<file path="src/rtl/router_sw_alloc_pkg.sv">
// Shared route codes, output-port indices and allocator state type for the
// router switch allocator and the crossbar.
package router_sw_alloc_pkg;

  localparam int CODE_W    = 3;
  localparam int NUM_PORTS = 4;

  localparam logic [CODE_W-1:0] EMPTY          = 3'd0;
  localparam logic [CODE_W-1:0] OUT_LOCAL_PORT = 3'd1;
  localparam logic [CODE_W-1:0] OUT_X1_PORT    = 3'd2;
  localparam logic [CODE_W-1:0] OUT_X2_PORT    = 3'd3;
  localparam logic [CODE_W-1:0] OUT_Y1_PORT    = 3'd4;

  localparam int OUT_IDX_LOCAL = 0;
  localparam int OUT_IDX_X1    = 1;
  localparam int OUT_IDX_X2    = 2;
  localparam int OUT_IDX_Y1    = 3;

  typedef enum logic {
    ST_IDLE   = 1'b0,
    ST_LOCKED = 1'b1
  } alloc_state_e;

  // EMPTY and any unassigned code decode to no request at all.
  function automatic logic [NUM_PORTS-1:0] port_onehot(input logic [CODE_W-1:0] code);
    port_onehot = '0;
    case (code)
      OUT_LOCAL_PORT: port_onehot[OUT_IDX_LOCAL] = 1'b1;
      OUT_X1_PORT:    port_onehot[OUT_IDX_X1]    = 1'b1;
      OUT_X2_PORT:    port_onehot[OUT_IDX_X2]    = 1'b1;
      OUT_Y1_PORT:    port_onehot[OUT_IDX_Y1]    = 1'b1;
      default:        port_onehot = '0;
    endcase
  endfunction

endpackage

</file>
<file path="src/rtl/router_sw_alloc_if.sv">
// Request/grant bundle between the input route-compute stages, the switch
// allocator and the crossbar.
interface router_sw_alloc_if #(
  parameter int N_IN  = 4,
  parameter int N_OUT = 4,
  parameter int SELW  = 2
);
  logic [N_IN-1:0]                               req_valid;
  logic [router_sw_alloc_pkg::CODE_W*N_IN-1:0]   req_port;
  logic [N_IN-1:0]                               req_tail;
  logic [N_OUT-1:0]                              out_ready;
  logic [N_IN-1:0]                               gnt;
  logic [SELW*N_OUT-1:0]                         xbar_sel;
  logic [N_OUT-1:0]                              xbar_vld;
  logic [N_OUT-1:0]                              busy;

  modport master (
    output req_valid, req_port, req_tail, out_ready,
    input  gnt, xbar_sel, xbar_vld, busy
  );

  modport slave (
    input  req_valid, req_port, req_tail, out_ready,
    output gnt, xbar_sel, xbar_vld, busy
  );
endinterface

</file>
<file path="src/rtl/router_sw_alloc_rr_arb.sv">
// Combinational N_IN-way round-robin picker: first requester at or after ptr,
// wrapping explicitly so N_IN need not be a power of two.
module router_rr_arb #(
  parameter int N_IN = 4,
  parameter int SELW = 2
) (
  input  logic [N_IN-1:0] req,
  input  logic [SELW-1:0] ptr,
  output logic [N_IN-1:0] gnt_oh,
  output logic [SELW-1:0] gnt_idx,
  output logic            any
);
  logic [SELW-1:0] cand;

  always_comb begin
    gnt_oh  = '0;
    gnt_idx = '0;
    any     = 1'b0;
    cand    = ptr;
    for (int k = 0; k < N_IN; k++) begin
      if (!any && req[cand]) begin
        any          = 1'b1;
        gnt_idx      = cand;
        gnt_oh[cand] = 1'b1;
      end
      cand = (cand == SELW'(N_IN - 1)) ? '0 : cand + SELW'(1);
    end
  end
endmodule

</file>
<file path="src/rtl/router_sw_alloc.sv">
// Switch allocator: per-output round-robin arbitration with a wormhole lock
// held from head flit to tail flit; drives crossbar selects and input pops.
module router_sw_alloc
  import router_sw_alloc_pkg::*;
#(
  parameter int N_IN  = 4,
  parameter int N_OUT = 4,
  parameter int SELW  = 2
) (
  input  logic             clk,
  input  logic             rst_n,
  input  logic             en,
  router_sw_alloc_if.slave bus
);
  logic [N_OUT-1:0]      dec [N_IN];
  logic [N_IN-1:0]       gnt_src [N_OUT];
  logic [N_OUT-1:0]      gnt_by_in [N_IN];
  logic [N_IN-1:0]       gnt_w;
  logic [N_OUT-1:0]      busy_w;
  logic [N_OUT-1:0]      vld_w;
  logic [SELW*N_OUT-1:0] sel_w;

  always_comb begin
    for (int i = 0; i < N_IN; i++) begin
      dec[i] = N_OUT'(port_onehot(bus.req_port[CODE_W*i +: CODE_W]));
    end
  end

  for (genvar o = 0; o < N_OUT; o++) begin : g_out
    logic [N_IN-1:0] req_vec;
    logic [N_IN-1:0] arb_oh;
    logic [SELW-1:0] arb_idx;
    logic            arb_any;
    alloc_state_e    state_q, state_d;
    logic [SELW-1:0] owner_q, owner_d;
    logic [SELW-1:0] ptr_q, ptr_d;
    logic            fire;

    always_comb begin
      for (int i = 0; i < N_IN; i++) begin
        req_vec[i] = bus.req_valid[i] & dec[i][o];
      end
    end

    router_rr_arb #(.N_IN(N_IN), .SELW(SELW)) u_arb (
      .req     (req_vec),
      .ptr     (ptr_q),
      .gnt_oh  (arb_oh),
      .gnt_idx (arb_idx),
      .any     (arb_any)
    );

    always_ff @(posedge clk or negedge rst_n) begin
      if (!rst_n) begin
        state_q <= ST_IDLE;
        owner_q <= '0;
        ptr_q   <= '0;
      end else begin
        state_q <= state_d;
        owner_q <= owner_d;
        ptr_q   <= ptr_d;
      end
    end

    // Allocation never grants in the same cycle; the lock only releases on a tail transfer.
    always_comb begin
      state_d = state_q;
      owner_d = owner_q;
      ptr_d   = ptr_q;
      fire    = 1'b0;
      case (state_q)
        ST_IDLE: begin
          if (en && arb_any) begin
            owner_d = arb_idx;
            state_d = ST_LOCKED;
          end
        end
        ST_LOCKED: begin
          fire = en & bus.req_valid[owner_q] & bus.out_ready[o];
          if (fire && bus.req_tail[owner_q]) begin
            state_d = ST_IDLE;
            ptr_d   = (owner_q == SELW'(N_IN - 1)) ? '0 : owner_q + SELW'(1);
          end
        end
        default: state_d = ST_IDLE;
      endcase
    end

    assign gnt_src[o]              = fire ? (N_IN'(1) << owner_q) : '0;
    assign busy_w[o]               = (state_q == ST_LOCKED);
    assign vld_w[o]                = fire;
    assign sel_w[SELW*o +: SELW]   = (state_q == ST_LOCKED) ? owner_q : '0;

    always @(posedge clk) begin
      if (rst_n) begin
        assert ($onehot0(arb_oh))
          else $error("arbiter grant not one-hot on output %0d", o);
        if (state_q == ST_LOCKED && bus.req_valid[owner_q])
          assert (dec[owner_q][o])
            else $error("input %0d changed route mid-packet while owning output %0d", owner_q, o);
      end
    end
  end

  always_comb begin
    gnt_w = '0;
    for (int o = 0; o < N_OUT; o++) begin
      gnt_w = gnt_w | gnt_src[o];
    end
  end

  always_comb begin
    for (int i = 0; i < N_IN; i++) begin
      for (int o = 0; o < N_OUT; o++) begin
        gnt_by_in[i][o] = gnt_src[o][i];
      end
    end
  end

  always @(posedge clk) begin
    if (rst_n) begin
      for (int i = 0; i < N_IN; i++) begin
        assert ($onehot0(gnt_by_in[i]))
          else $error("input %0d granted by more than one output", i);
      end
    end
  end

  assign bus.gnt      = gnt_w;
  assign bus.busy     = busy_w;
  assign bus.xbar_vld = vld_w;
  assign bus.xbar_sel = sel_w;

endmodule
</file>
<file path="src/flat_wrapper.sv">
// flat-port wrapper written by rule: the top's interface ports become plain ports
module router_sw_alloc_flat import router_sw_alloc_pkg::*;
#(
  parameter int N_IN  = 4,
  parameter int N_OUT = 4,
  parameter int SELW  = 2
)
  (clk, rst_n, en, bus_req_valid, bus_req_port, bus_req_tail, bus_out_ready, bus_gnt, bus_xbar_sel, bus_xbar_vld, bus_busy);
  router_sw_alloc_if #(.N_IN(N_IN), .N_OUT(N_OUT), .SELW(SELW)) bus_i ();
  input  logic clk;
  input  logic rst_n;
  input  logic en;
  input wire logic [$bits(bus_i.req_valid)-1:0] bus_req_valid;
  input wire logic [$bits(bus_i.req_port)-1:0] bus_req_port;
  input wire logic [$bits(bus_i.req_tail)-1:0] bus_req_tail;
  input wire logic [$bits(bus_i.out_ready)-1:0] bus_out_ready;
  output wire logic [$bits(bus_i.gnt)-1:0] bus_gnt;
  output wire logic [$bits(bus_i.xbar_sel)-1:0] bus_xbar_sel;
  output wire logic [$bits(bus_i.xbar_vld)-1:0] bus_xbar_vld;
  output wire logic [$bits(bus_i.busy)-1:0] bus_busy;
  assign bus_i.req_valid = bus_req_valid;
  assign bus_i.req_port = bus_req_port;
  assign bus_i.req_tail = bus_req_tail;
  assign bus_i.out_ready = bus_out_ready;
  assign bus_gnt = bus_i.gnt;
  assign bus_xbar_sel = bus_i.xbar_sel;
  assign bus_xbar_vld = bus_i.xbar_vld;
  assign bus_busy = bus_i.busy;
  router_sw_alloc #(.N_IN(N_IN), .N_OUT(N_OUT), .SELW(SELW)) u_core (.clk(clk), .rst_n(rst_n), .en(en), .bus(bus_i));
endmodule
</file>
<file path="config.mk">
export PLATFORM = sky130hd
export DESIGN_NAME = router_sw_alloc_flat
export DESIGN_NICKNAME = d
export VERILOG_FILES = /design/src/rtl/router_sw_alloc_pkg.sv /design/src/rtl/router_sw_alloc_if.sv /design/src/rtl/router_sw_alloc_rr_arb.sv /design/src/rtl/router_sw_alloc.sv /design/src/flat_wrapper.sv
export SDC_FILE = /design/constraint.sdc
export NUM_CORES = 1
export LEC_CHECK = 0
export CAP_MARGIN = 15
export CORE_MARGIN = 8
export CORE_UTILIZATION = 40
export DETAILED_ROUTE_END_ITERATION = 12
export GPL_ROUTABILITY_DRIVEN = 0
export PLACE_DENSITY = 0.67
export SLEW_MARGIN = 20
export SYNTH_ARGS = -nofsm -noshare
export SYNTH_HDL_FRONTEND = slang
export SYNTH_HIERARCHICAL = 1
export SYNTH_SLANG_ARGS = --single-unit
</file>
<file path="constraint.sdc">
create_clock -name clk -period 5.3 [get_ports clk]
set_input_delay 1.325 -clock clk [delete_from_list [all_inputs] [get_ports clk]]
set_output_delay 1.325 -clock clk [all_outputs]
set_load 0.03 [all_outputs]
</file>
==> results of run 1 <==
-- through the flow --
| stage | cells | worst slack (ps) | util |
|---|---|---|---|
| final | 498 | 670 | 0.462 |
| after global routing | 498 | 592 | 0.462 |
| after CTS | 498 | 671 | 0.462 |
| after detailed placement | 494 | 682 | 0.455 |
| after global placement | 494 | 714 | 0.455 |
| after floorplan | 373 | 1710 | - |
-- where the power goes --
group          switching (mW)  leakage [nW]  internal (mW)
Combinational           0.637          1.21          0.569
Sequential              0.200         0.241          0.221
Clock                  0.0508        0.0288         0.0662
Total                   0.888          1.48          0.856
-- registers in the layout, indices dropped and copies added (netlist names) --
name and count:
u_core/g_out.owner_q 8, u_core/g_out.ptr_q 8, u_core/g_out.state_q 4
-- cell type report --
class,count,area [µm²]
well taps,105,131
inverters,31,118
repair buffers,57,543
fillers,780,4380
flip-flops and latches,20,500
clock buffers,4,55.1
multi-input cells,281,2410
-- per-layer routing --
metal | vias up | wire (µm) | track usage | part of all wire
met5 | - | 0 | 0 | 0
met3 | 11 | 597 | 0.0312 | 0.071
met2 | 85 | 3680 | 0.220 | 0.44
met1 | 1406 | 4010 | 0.205 | 0.48
li1 | 1422 | - | - | -
met4 | 0 | 108 | 0.0362 | 0.013
-- worst paths after layout --
kind                                                    to  slack, ps  depth (start not counted)
max in group asynchronous       u_core/g_out[2].owner_q[0]       3190                          1
worst min-delay path               u_core/g_out[2].state_q        560                          1
worst max register to register  u_core/g_out[1].owner_q[0]       2090                          7
worst max-delay path                            bus_gnt[3]        670                          5
worst min register to register     u_core/g_out[2].state_q        560                          1
min in group asynchronous         u_core/g_out[1].ptr_q[0]       1560                          1
-- worst register-to-register path, cell delays in order (launching register included) --
cell     delay [ps]
dfrtp_1         810
inv_1           150
ha_1            520
mux4_2          610
nor2b_4         150
or4_1           470
o21a_1          120
mux2_2          260
==> flow_summary.ini, run 1 <==
[status]
status = finished clean

[global_route]
grtUsageTotal = 0.146
grt_max_degree = 22
antenna_found_initial = 0
overflow = 0
grt_pass1_wl_um = 13900
grt_pass1_vias = 2782

[worst_setup_path]
required_ps = 3970
cp_max_fo = 8
crit_chain = clkdlybuf4s50_1 -> mux4_2 -> nand3_1 -> nand4_1 -> clkdlybuf4s50_1
cp-end-kind = output pin
startpoint_type = primary input
slowest_stage = clkdlybuf4s50_1
path_buf_inv = 2
worst-setup-path-type = in2out
cp-startpoint = bus_req_valid[2]
cpLargestDelayFamily = buffers and inverters
cpPeakStageDelay_ps = 610
crit_path_frequent_cell = clkdlybuf4s50_1
r2r_start = u_core/g_out[1].ptr_q[0]
worstPathArrival_ps = 3310

[floorplan]
core_region_area_um2 = 8130
die_x_um = 107
fp-row-count = 33
die_h_um = 107
initial_core_util = 0.408
ios = 47
die_area_um2 = 11500

[clock_network]
cts_resized = 0
cts_setup_buffers = 0
cts_buffers = 3
clock_latency_ps = 260
cts_sinks = 20
cts_root_buffer = clkbuf_8
cts_hold_buffers = 0
path_clk_slew_ps = 70
htree_levels = 1
clk_path_buf_depth = 2
tritoncts = yes

[hold_path]
hold_start = u_core/g_out[2].state_q
hold_class = reg2reg

[timing]
rsz0062_at_grt = no
fmax_mhz = 216
worst_pin_slew_ps = 889
tns_ps = 0
timing.final.hold_violations = 0
drv_slew = 0
skew_ps = 4.79
finalSetupViolCount = 0
hold-worst-slack_ps = 561
slew_headroom = 0.405
fin_crit_sh = 0.874
fin_crit_ps = 4630

[layout]
final_common_cell = clkdlybuf4s50_1
diodes = 0
fin_nets = 445
area_growth_pct = 13.3
layout_common_cells = clkdlybuf4s50_1, inv_1, ha_1, nand2_1, dfrtp_1
drive_gt1_frac = 0.150
fin_area_um2 = 3760

[power]
powerDensity_nw_per_um2 = 464
power_leakage_nw = 1.48
power_mw = 1.74
ir_drop_mv = 0.136

[logic_synthesis]
avgSynthCellArea_um2 = 8.89
yosysWarnings = 6
syn_nets = 424
syn_area_um2 = 3320
syn_inst = 373

[detailed_routing]
post-route-drc-count = 0
vias = 2924
wl_per_cell_um = 16.9
drt_iter0_markers = 235
ant_nets = 0
first_pass_iters = 4
drt-total-wl_um = 8400
vias_per_cell = 5.87

[placed_design]
dpl_cell_area_um2 = 3700
port_buffers = 46
hpwl_um = 6610

[job]
drv_cap = 0
(Power assumes the default switching activity.)
==> run 2: changes to the inputs <==
--- a/config.mk
+++ b/config.mk
@@ -5,12 +5,12 @@
 export SDC_FILE = /design/constraint.sdc
 export NUM_CORES = 1
 export LEC_CHECK = 0
+export ABC_AREA = 0
 export CAP_MARGIN = 15
-export CORE_MARGIN = 8
 export CORE_UTILIZATION = 40
 export DETAILED_ROUTE_END_ITERATION = 12
 export GPL_ROUTABILITY_DRIVEN = 0
-export PLACE_DENSITY = 0.67
+export PLACE_DENSITY = 0.7
 export SLEW_MARGIN = 20
 export SYNTH_ARGS = -nofsm -noshare
 export SYNTH_HDL_FRONTEND = slang
==> constraint.sdc (replaced) <==
create_clock -name clk -period 4.05 [get_ports clk]
set_input_delay 1.0125 -clock clk [delete_from_list [all_inputs] [get_ports clk]]
set_output_delay 1.0125 -clock clk [all_outputs]
set_load 0.03 [all_outputs]
==> flow_summary.ini, run 2 (same netlist as run 1, synthesis figures left out) <==
[clock_network]
htree_levels = 1
cts_sinks = 20
clk_path_buf_depth = 2
clock_latency_ps = 260
cts_hold_buffers = 0
tritoncts = yes
cts_root_buffer = clkbuf_8
cts_buffers = 3
path_clk_slew_ps = 70
cts_setup_buffers = 0

[floorplan]
die_area_um2 = 8660
die_x_um = 93.0
die_h_um = 93.0
fp-row-count = 32
initial_core_util = 0.420
ios = 47
core_region_area_um2 = 7890

[layout]
stdcell_count = 500
top_regs = u_core/g_out.owner_q (8), u_core/g_out.ptr_q (8), u_core/g_out.state_q (4)
fin_nets = 451
fin_area_um2 = 3790
layout_common_cells = clkdlybuf4s50_1, inv_1, ha_1, nand2_1, dfrtp_1
drive_gt1_frac = 0.163
final_common_cell = clkdlybuf4s50_1
diodes = 0
final_util = 0.480
area_growth_pct = 14.3

[timing]
worst_pin_slew_ps = 708
rsz0062_at_grt = no
finalWorstSetupSlack_ps = 88.3
finalSetupViolCount = 0
timing.final.hold_violations = 0
fmax_mhz = 252
skew_ps = 0.355
fin_crit_ps = 3960
drv_slew = 0
fin_crit_sh = 0.978
slew_headroom = 0.528
tns_ps = 0

[global_route]
grt_pass1_vias = 2838
grtUsageTotal = 0.195
antenna_found_initial = 0
grt_pass1_wl_um = 13800
overflow = 0
grt_max_degree = 22

[power]
p_seq_frac = 0.232
pwr-share-clk = 0.058
powerDensity_nw_per_um2 = 593
ir_drop_mv = 0.219
switching_share = 0.509
power_leakage_nw = 1.57
pwr-share-comb = 0.710
power_switching_mw = 1.14
internal_power_mw = 1.10

[worst_setup_path]
startpoint_type = primary input
slowest_stage = mux4_2
worst-setup-path-type = in2out
r2r_start = u_core/g_out[1].ptr_q[0]
cpPeakStageDelay_ps = 600
path_buf_inv = 2
cp_max_fo = 8
crit_chain = clkdlybuf4s50_1 -> mux4_2 -> and2_2 -> clkdlybuf4s50_1
required_ps = 3040
cp-end-kind = output pin
crit_path_frequent_cell = clkdlybuf4s50_1
worstPathArrival_ps = 2950
cp-startpoint = bus_req_valid[2]
cpLargestDelayFamily = buffers and inverters

[detailed_routing]
first_pass_iters = 6
post-route-drc-count = 0
vias_per_cell = 5.95
vias = 2974
drt_iter0_markers = 143
drt-total-wl_um = 8100
wl_per_cell_um = 16.2
ant_nets = 0

[placed_design]
dp.cells = 497
dpl_cell_area_um2 = 3740
place_ws_ps = 43.2
port_buffers = 46
hpwl_um = 6260

[hold_path]
hold_start = u_core/g_out[2].state_q
hold_class = reg2reg

[job]
drv_cap = 0

[status]
status = finished clean
run 2: changes by cell type in the layout (fill, tap and decap cells not counted), sizes merged:
cell	delta
buf	+7
clkdlybuf4s50	-5
dlymetal6s2s	+4
clkbuf	-1
run 2: power groups by stage:
| stage | Sequential, mW | Clock, mW | Combinational, mW |
|---|---|---|---|
| finish | 0.522 | 0.130 | 1.59 |
| global route | 0.556 | 0.144 | 1.75 |
| CTS | 0.523 | 0.135 | 1.59 |
| detailed placement | 0.527 | 0 | 1.58 |
| global placement | 0.519 | 0 | 1.54 |
| floorplan | 0.406 | 0 | 1.39 |
run 2: layout make-up:
cell class                 count  area [µm²]
inverter                      31         118
fill                         742        4100
sequential                    20         500
timing repair buffer          63         593
multi-input combinational    281        2410
tap                          102         128
clock buffer                   3        41.3
run 2: through the flow:
stage / power, mW / hold WS, ps
2_1_floorplan: 1.80 / 489
4_1_cts: 2.25 / 580
5_1_grt: 2.45 / 606
6_report: 2.25 / 573
3_3_place_gp: 2.06 / 551
3_5_place_dp: 2.11 / 564
run 2: path summary, 6_finish.rpt:
kind	slack [ps]	endpoint	cells after the start
min in group asynchronous	690	u_core/g_out[1].ptr_q[0]	1
max reg2reg	890	u_core/g_out[1].owner_q[0]	7
min reg2reg	570	u_core/g_out[2].state_q	1
min	570	u_core/g_out[2].state_q	1
max in group asynchronous	3040	u_core/g_out[2].owner_q[1]	1
max	90	bus_xbar_vld[0]	4
run 2: repair_timing:
action	in CTS	in global routing
resized for setup	0	4
setup endpoints to repair	0	4
hold endpoints to repair	0	0
run 2: worst register-to-register path: cells and delay by family, from the launching register on:
family	cells	cell delay (ps)
compound gates	1	120
buf+inv	1	140
fa+ha+maj	1	520
simple gates	2	610
mux	2	860
flops	1	800
run 2: layer usage:
layer / up-vias / track usage / share of wire
met5: - / 0 / 0
met4: 0 / 0.0487 / 0.016
met3: 13 / 0.0171 / 0.050
met2: 113 / 0.317 / 0.47
met1: 1415 / 0.278 / 0.47
li1: 1433 / - / -
